## src/rtl/keypad_scanner.sv

```systemverilog
// Matrix keypad front end: column sequencing, row synchronisation, press/release
// debounce and one-key lockout, producing a strobed scan index per new key press.
module keypad_scanner #(
    parameter int ROWS            = 4,
    parameter int COLS            = 4,
    parameter int SCAN_DIV        = 4,
    parameter int DEBOUNCE_CYCLES = 8,
    localparam int CODE_W         = (ROWS * COLS > 1) ? $clog2(ROWS * COLS) : 1
) (
    input  logic              clk,
    input  logic              reset_n,
    input  logic [ROWS-1:0]   rows,
    output logic [COLS-1:0]   cols,
    output logic [CODE_W-1:0] key_code,
    output logic              key_valid,
    output logic              key_held
);

    localparam int ROW_W    = (ROWS > 1) ? $clog2(ROWS) : 1;
    localparam int COL_W    = $clog2(COLS);
    localparam int DWELL_W  = $clog2(SCAN_DIV);
    localparam int STABLE_W = $clog2(DEBOUNCE_CYCLES + 1);

    typedef enum logic [1:0] {SCAN, DEBOUNCE, HELD, RELEASE} state_t;

    state_t              state;
    logic [ROWS-1:0]     rows_m;
    logic [ROWS-1:0]     rows_s;
    logic [COL_W-1:0]    col_idx;
    logic [DWELL_W-1:0]  dwell;
    logic [STABLE_W-1:0] stable;
    logic [ROW_W-1:0]    r_cap;

    logic [ROW_W-1:0]    lowest_row;
    logic [COL_W-1:0]    col_idx_next;
    logic [COLS-1:0]     cols_next;
    logic [CODE_W-1:0]   code_calc;
    logic                sel;

    always_comb begin
        lowest_row = '0;
        // Walk from the top row down so the lowest set index is the last one written
        for (int unsigned i = 0; i < ROWS; i++) begin
            if (rows_s[ROWS-1-i]) lowest_row = ROW_W'(ROWS - 1 - i);
        end
        col_idx_next = (col_idx == COL_W'(COLS - 1)) ? '0 : col_idx + 1'b1;
        cols_next    = {cols[COLS-2:0], cols[COLS-1]};
        code_calc    = CODE_W'(int'(r_cap) * COLS + int'(col_idx));
        sel          = rows_s[r_cap];
    end

    always_ff @(posedge clk or negedge reset_n) begin
        if (!reset_n) begin
            rows_m    <= '0;
            rows_s    <= '0;
            state     <= SCAN;
            cols      <= COLS'(1);
            col_idx   <= '0;
            dwell     <= '0;
            stable    <= '0;
            r_cap     <= '0;
            key_code  <= '0;
            key_valid <= 1'b0;
            key_held  <= 1'b0;
        end else begin
            rows_m    <= rows;
            rows_s    <= rows_m;
            key_valid <= 1'b0;
            case (state)
                SCAN: begin
                    if (dwell == DWELL_W'(SCAN_DIV - 1)) begin
                        dwell <= '0;
                        if (|rows_s) begin
                            r_cap  <= lowest_row;
                            stable <= '0;
                            state  <= DEBOUNCE;
                        end else begin
                            cols    <= cols_next;
                            col_idx <= col_idx_next;
                        end
                    end else begin
                        dwell <= dwell + 1'b1;
                    end
                end
                DEBOUNCE: begin
                    if (sel) begin
                        if (stable == STABLE_W'(DEBOUNCE_CYCLES - 1)) begin
                            key_code  <= code_calc;
                            key_valid <= 1'b1;
                            key_held  <= 1'b1;
                            stable    <= '0;
                            state     <= HELD;
                        end else begin
                            stable <= stable + 1'b1;
                        end
                    end else begin
                        cols    <= cols_next;
                        col_idx <= col_idx_next;
                        stable  <= '0;
                        dwell   <= '0;
                        state   <= SCAN;
                    end
                end
                HELD: begin
                    if (!sel) begin
                        stable <= '0;
                        state  <= RELEASE;
                    end
                end
                RELEASE: begin
                    if (!sel) begin
                        if (stable == STABLE_W'(DEBOUNCE_CYCLES - 1)) begin
                            key_held <= 1'b0;
                            cols     <= cols_next;
                            col_idx  <= col_idx_next;
                            stable   <= '0;
                            dwell    <= '0;
                            state    <= SCAN;
                        end else begin
                            stable <= stable + 1'b1;
                        end
                    end else begin
                        stable <= '0;
                        state  <= HELD;
                    end
                end
                default: state <= SCAN;
            endcase
        end
    end

endmodule

```

## config.mk

```make
export PLATFORM = sky130hd
export DESIGN_NAME = keypad_scanner
export DESIGN_NICKNAME = d
export VERILOG_FILES = /design/src/rtl/keypad_scanner.sv
export SDC_FILE = /design/constraint.sdc
export NUM_CORES = 1
export LEC_CHECK = 0
export BUFFER_PORTS_ARGS = -buffer_cell sky130_fd_sc_hd__buf_2
export CORE_MARGIN = 2
export CORE_UTILIZATION = 60
export DETAILED_ROUTE_END_ITERATION = 10
export PLACE_DENSITY = 0.82
export SLEW_MARGIN = 20
export SYNTH_ARGS = -nofsm -noshare
export SYNTH_HDL_FRONTEND = slang
export SYNTH_SLANG_ARGS = --single-unit
```

## constraint.sdc

```tcl
create_clock -name clk -period 3.8 [get_ports clk]
set_clock_uncertainty 0.1 [all_clocks]
set_input_delay 0.38 -clock clk [delete_from_list [all_inputs] [get_ports clk]]
set_output_delay 0.38 -clock clk [all_outputs]
set_load 0.01 [all_outputs]
```

==> flow_summary_export.csv <==
group,metric,value,unit
drt,dr_total_vias,833,
worst_setup_path,slowest_delay,630,ps
drt,first_pass_iters,4,
timing,post-route-period-util,0.508,
timing,rsz0062_at_grt,"no",
cts,cts-root-buf,"clkbuf_4",
floorplanning,rows,16,
synth,netlist_instances,96,
synth,syn-num-nets,105,
synth,syn_area_per_cell,13.5,um^2
layout,diodes,0,
drt,final_antenna_net_count,0,
layout,fin_nets,126,
floorplanning,start_util,0.646,
cts,cts_tree,"built",
placement,gp_congestion,0.840,
drt,dr_wl_met2,942,um
timing,tightestPinTransition,628,ps
layout,final_cell_mix,"29 x dfrtp_1, 15 x buf_2, 8 x nor2_1",
worst_setup_path,path_class,"reg2reg",
placement,placed_cell_area,0.00138,mm^2
worst_setup_path,cp.arrival,2050,ps
global_route,grtUsageTotal,0.197,
synth,synth-edff-count,0,
floorplanning,die_h,50.4,um
cts,clock-sinks,30,
drt,top_layer,"met4",
layout,finalInstanceArea,0.00145,mm^2
drt,wl_per_cell,13.7,um
global_route,antenna_found_initial,0,
global_route,grt_max_degree,31,
power,powerDensity,568,mW/mm^2
layout,drive_above_1_share,0.331,
cts,clockBufferDepth,2,
synth,ys_seq_elements,30,
power,power,822,uW
synth,synth_ff_type,"dfrtp_1",
synth,synthTopCellsByArea,"dfrtp_1 56%, mux2_2 6.1%, mux2_4 4.6%, ha_1 2.9%, a22o_1 2.7%",
timing,fmax,518,MHz
power,swShare,0.314,
layout,layout_commonest_cell,"dfrtp_1",
drt,routed_via_density,5.74,
global_route,overflow,0,
synth,synth_warnings,0,
synth,ys_seq_area_frac,0.582,
cts,cts_resized,0,
outcome,outcome,"finished, final reports clean",
timing,finalMaxSlewViolations,0,
worst_setup_path,cpLargestDelayFamily,"multiplexers",
cts,hold_buffers,1,
placement,port_buffers,15,
placement,post-dp-hpwl,1.43,mm
drt,drt_iter0_markers,23,
floorplanning,ios,16,
power,clkPwrFrac,0.235,
placement,dp_cells,136,
drt,wl_met3,112,um
power,p_comb_frac,0.260,
cts,cts_setup_buffers,0,
synth,syn_area,0.00129,mm^2
layout,fin_cells,145,
global_route,grt_pass1_wl,3.63,mm
drt,drt-met1-wl,905,um
floorplanning,die_w,50.4,um
cts,cts_buffers,5,
layout,area_delta_synth_final,12.1,%
power,p_switching,258,uW
timing,finalSetupTns,0,ps
floorplanning,core_area,0.00200,mm^2
drt,drc_errors,0,
worst_setup_path,start_kind,"flop",
timing,hold_violations,0,
cts,path_clk_slew,90,ps
synth,synth_top_cell_by_area,"dfrtp_1",
power,p_seq_frac,0.505,
timing,finalSetupViolations,0,
timing,timing.final.crit_period,1930,ps
cts,h-tree-depth,2,
worst_setup_path,slowest_stage,"mux4_2",
worst_setup_path,crit_path_end_kind,"flop",
synth,async_reset_ff_frac,1.00,
flow_run,cap_violations,0,
synth,synth_top_area_frac,0.561,
global_route,grt_pass1_vias,756,
timing,slew_headroom,0.581,
drt,wl,1.98,mm
min_path,hp-class,"in2reg",
power,p_int,564,uW
power,ir_worst_vdd,434,uV
worst_setup_path,worst_ep_required_time,3920,ps
worst_setup_path,crit_buf_inv,0,
synth,netlist-cell-type-count,36,
floorplanning,dieArea,0.00254,mm^2
cts,clk_latency,330,ps
worst_setup_path,path_max_fanout,8,
worst_setup_path,cp_cell_sequence,"mux4_2 -> nand2_2 -> or2_1 -> mux2_4",
power,p_leak,0.000728,uW
## cell type report
| class | count | area [um^2] |
|---|---|---|
| clock inverter | 1 | 5.00 |
| inverter | 4 | 15.0 |
| multi-input combinational | 60 | 503 |
| tap | 27 | 33.8 |
| fill | 133 | 553 |
| timing repair buffer | 16 | 85.1 |
| sequential | 30 | 752 |
| clock buffer | 7 | 55.1 |
## cell families (layout without fill, tap and decap cells)
group                      after synthesis  in the layout  share of synthesized area
buffers and inverters                    6             28                     0.0290
adders and majority gates                3              3                     0.0290
DFF                                     30             30                      0.582
xor gates and xnor gates                 1              1                     0.0126
and+or+nand+nor                         24             24                     0.0968
muxes                                   12             12                      0.125
AOI/OAI and AO/OA                       20             20                      0.126
## cell usage after synthesis, drive strengths merged (2+ instances only)
master and instances:
inv 4, a22o 4, a31oi 2, nor2 8, nand2 6, a21oi 3, ha 3, o21ai 3
dfrtp 29, mux2 11, buf 2
## routing by layer
layer / vias up / GRT usage
met2: 26 / 0.287
met3: 5 / 0.0804
met5: - / 0
met4: 0 / 0.0676
li1: 393 / -
met1: 409 / 0.268
## path summary, 6_finish.rpt
kind                                      startpoint                 endpoint  slack [ps]  depth (start not counted)
worst min-delay path                         rows[1]      rows_m[1]$_DFF_PN0_          50                          1
max in group asynchronous                    reset_n      cols[1]$_DFFE_PN0P_        2690                          2
min in group asynchronous                    reset_n    stable[1]$_DFFE_PN0P_         490                          2
worst min register to register   rows_m[0]$_DFF_PN0_      rows_s[0]$_DFF_PN0_         260                          0
worst max register to register  r_cap[0]$_DFFE_PN0P_  key_code[3]$_DFFE_PN0P_        1870                          4
worst max-delay path            r_cap[0]$_DFFE_PN0P_  key_code[3]$_DFFE_PN0P_        1870                          4
## flip-flops by register name (all words and copies together) (netlist names), named ones only
register   cells
key_valid      1
key_held       1
col_idx        2
rows_s         4
state          1
dwell          2
rows_m         4
stable         4
cols           4
r_cap          2
key_code       4
## per-stage QoR
stage | util | worst slack [ps] | hold slack, ps
finish | 0.724 | 1870 | 54.1
global route | 0.724 | 1770 | 32.3
CTS | 0.724 | 1850 | 45.7
detailed placement | 0.689 | 1870 | 240
global placement | 0.689 | 1940 | 233
floorplan | - | 2030 | -15.6
## power groups by stage
stage                     Clock (uW)  Combinational (uW)  Sequential (uW)
after floorplan                    0                 176              408
after global placement             0                 203              415
after detailed placement           0                 213              423
after CTS                        199                 216              415
after global routing             216                 244              425
final                            194                 214              415
Note: power is estimated with default switching activity, not from simulation.
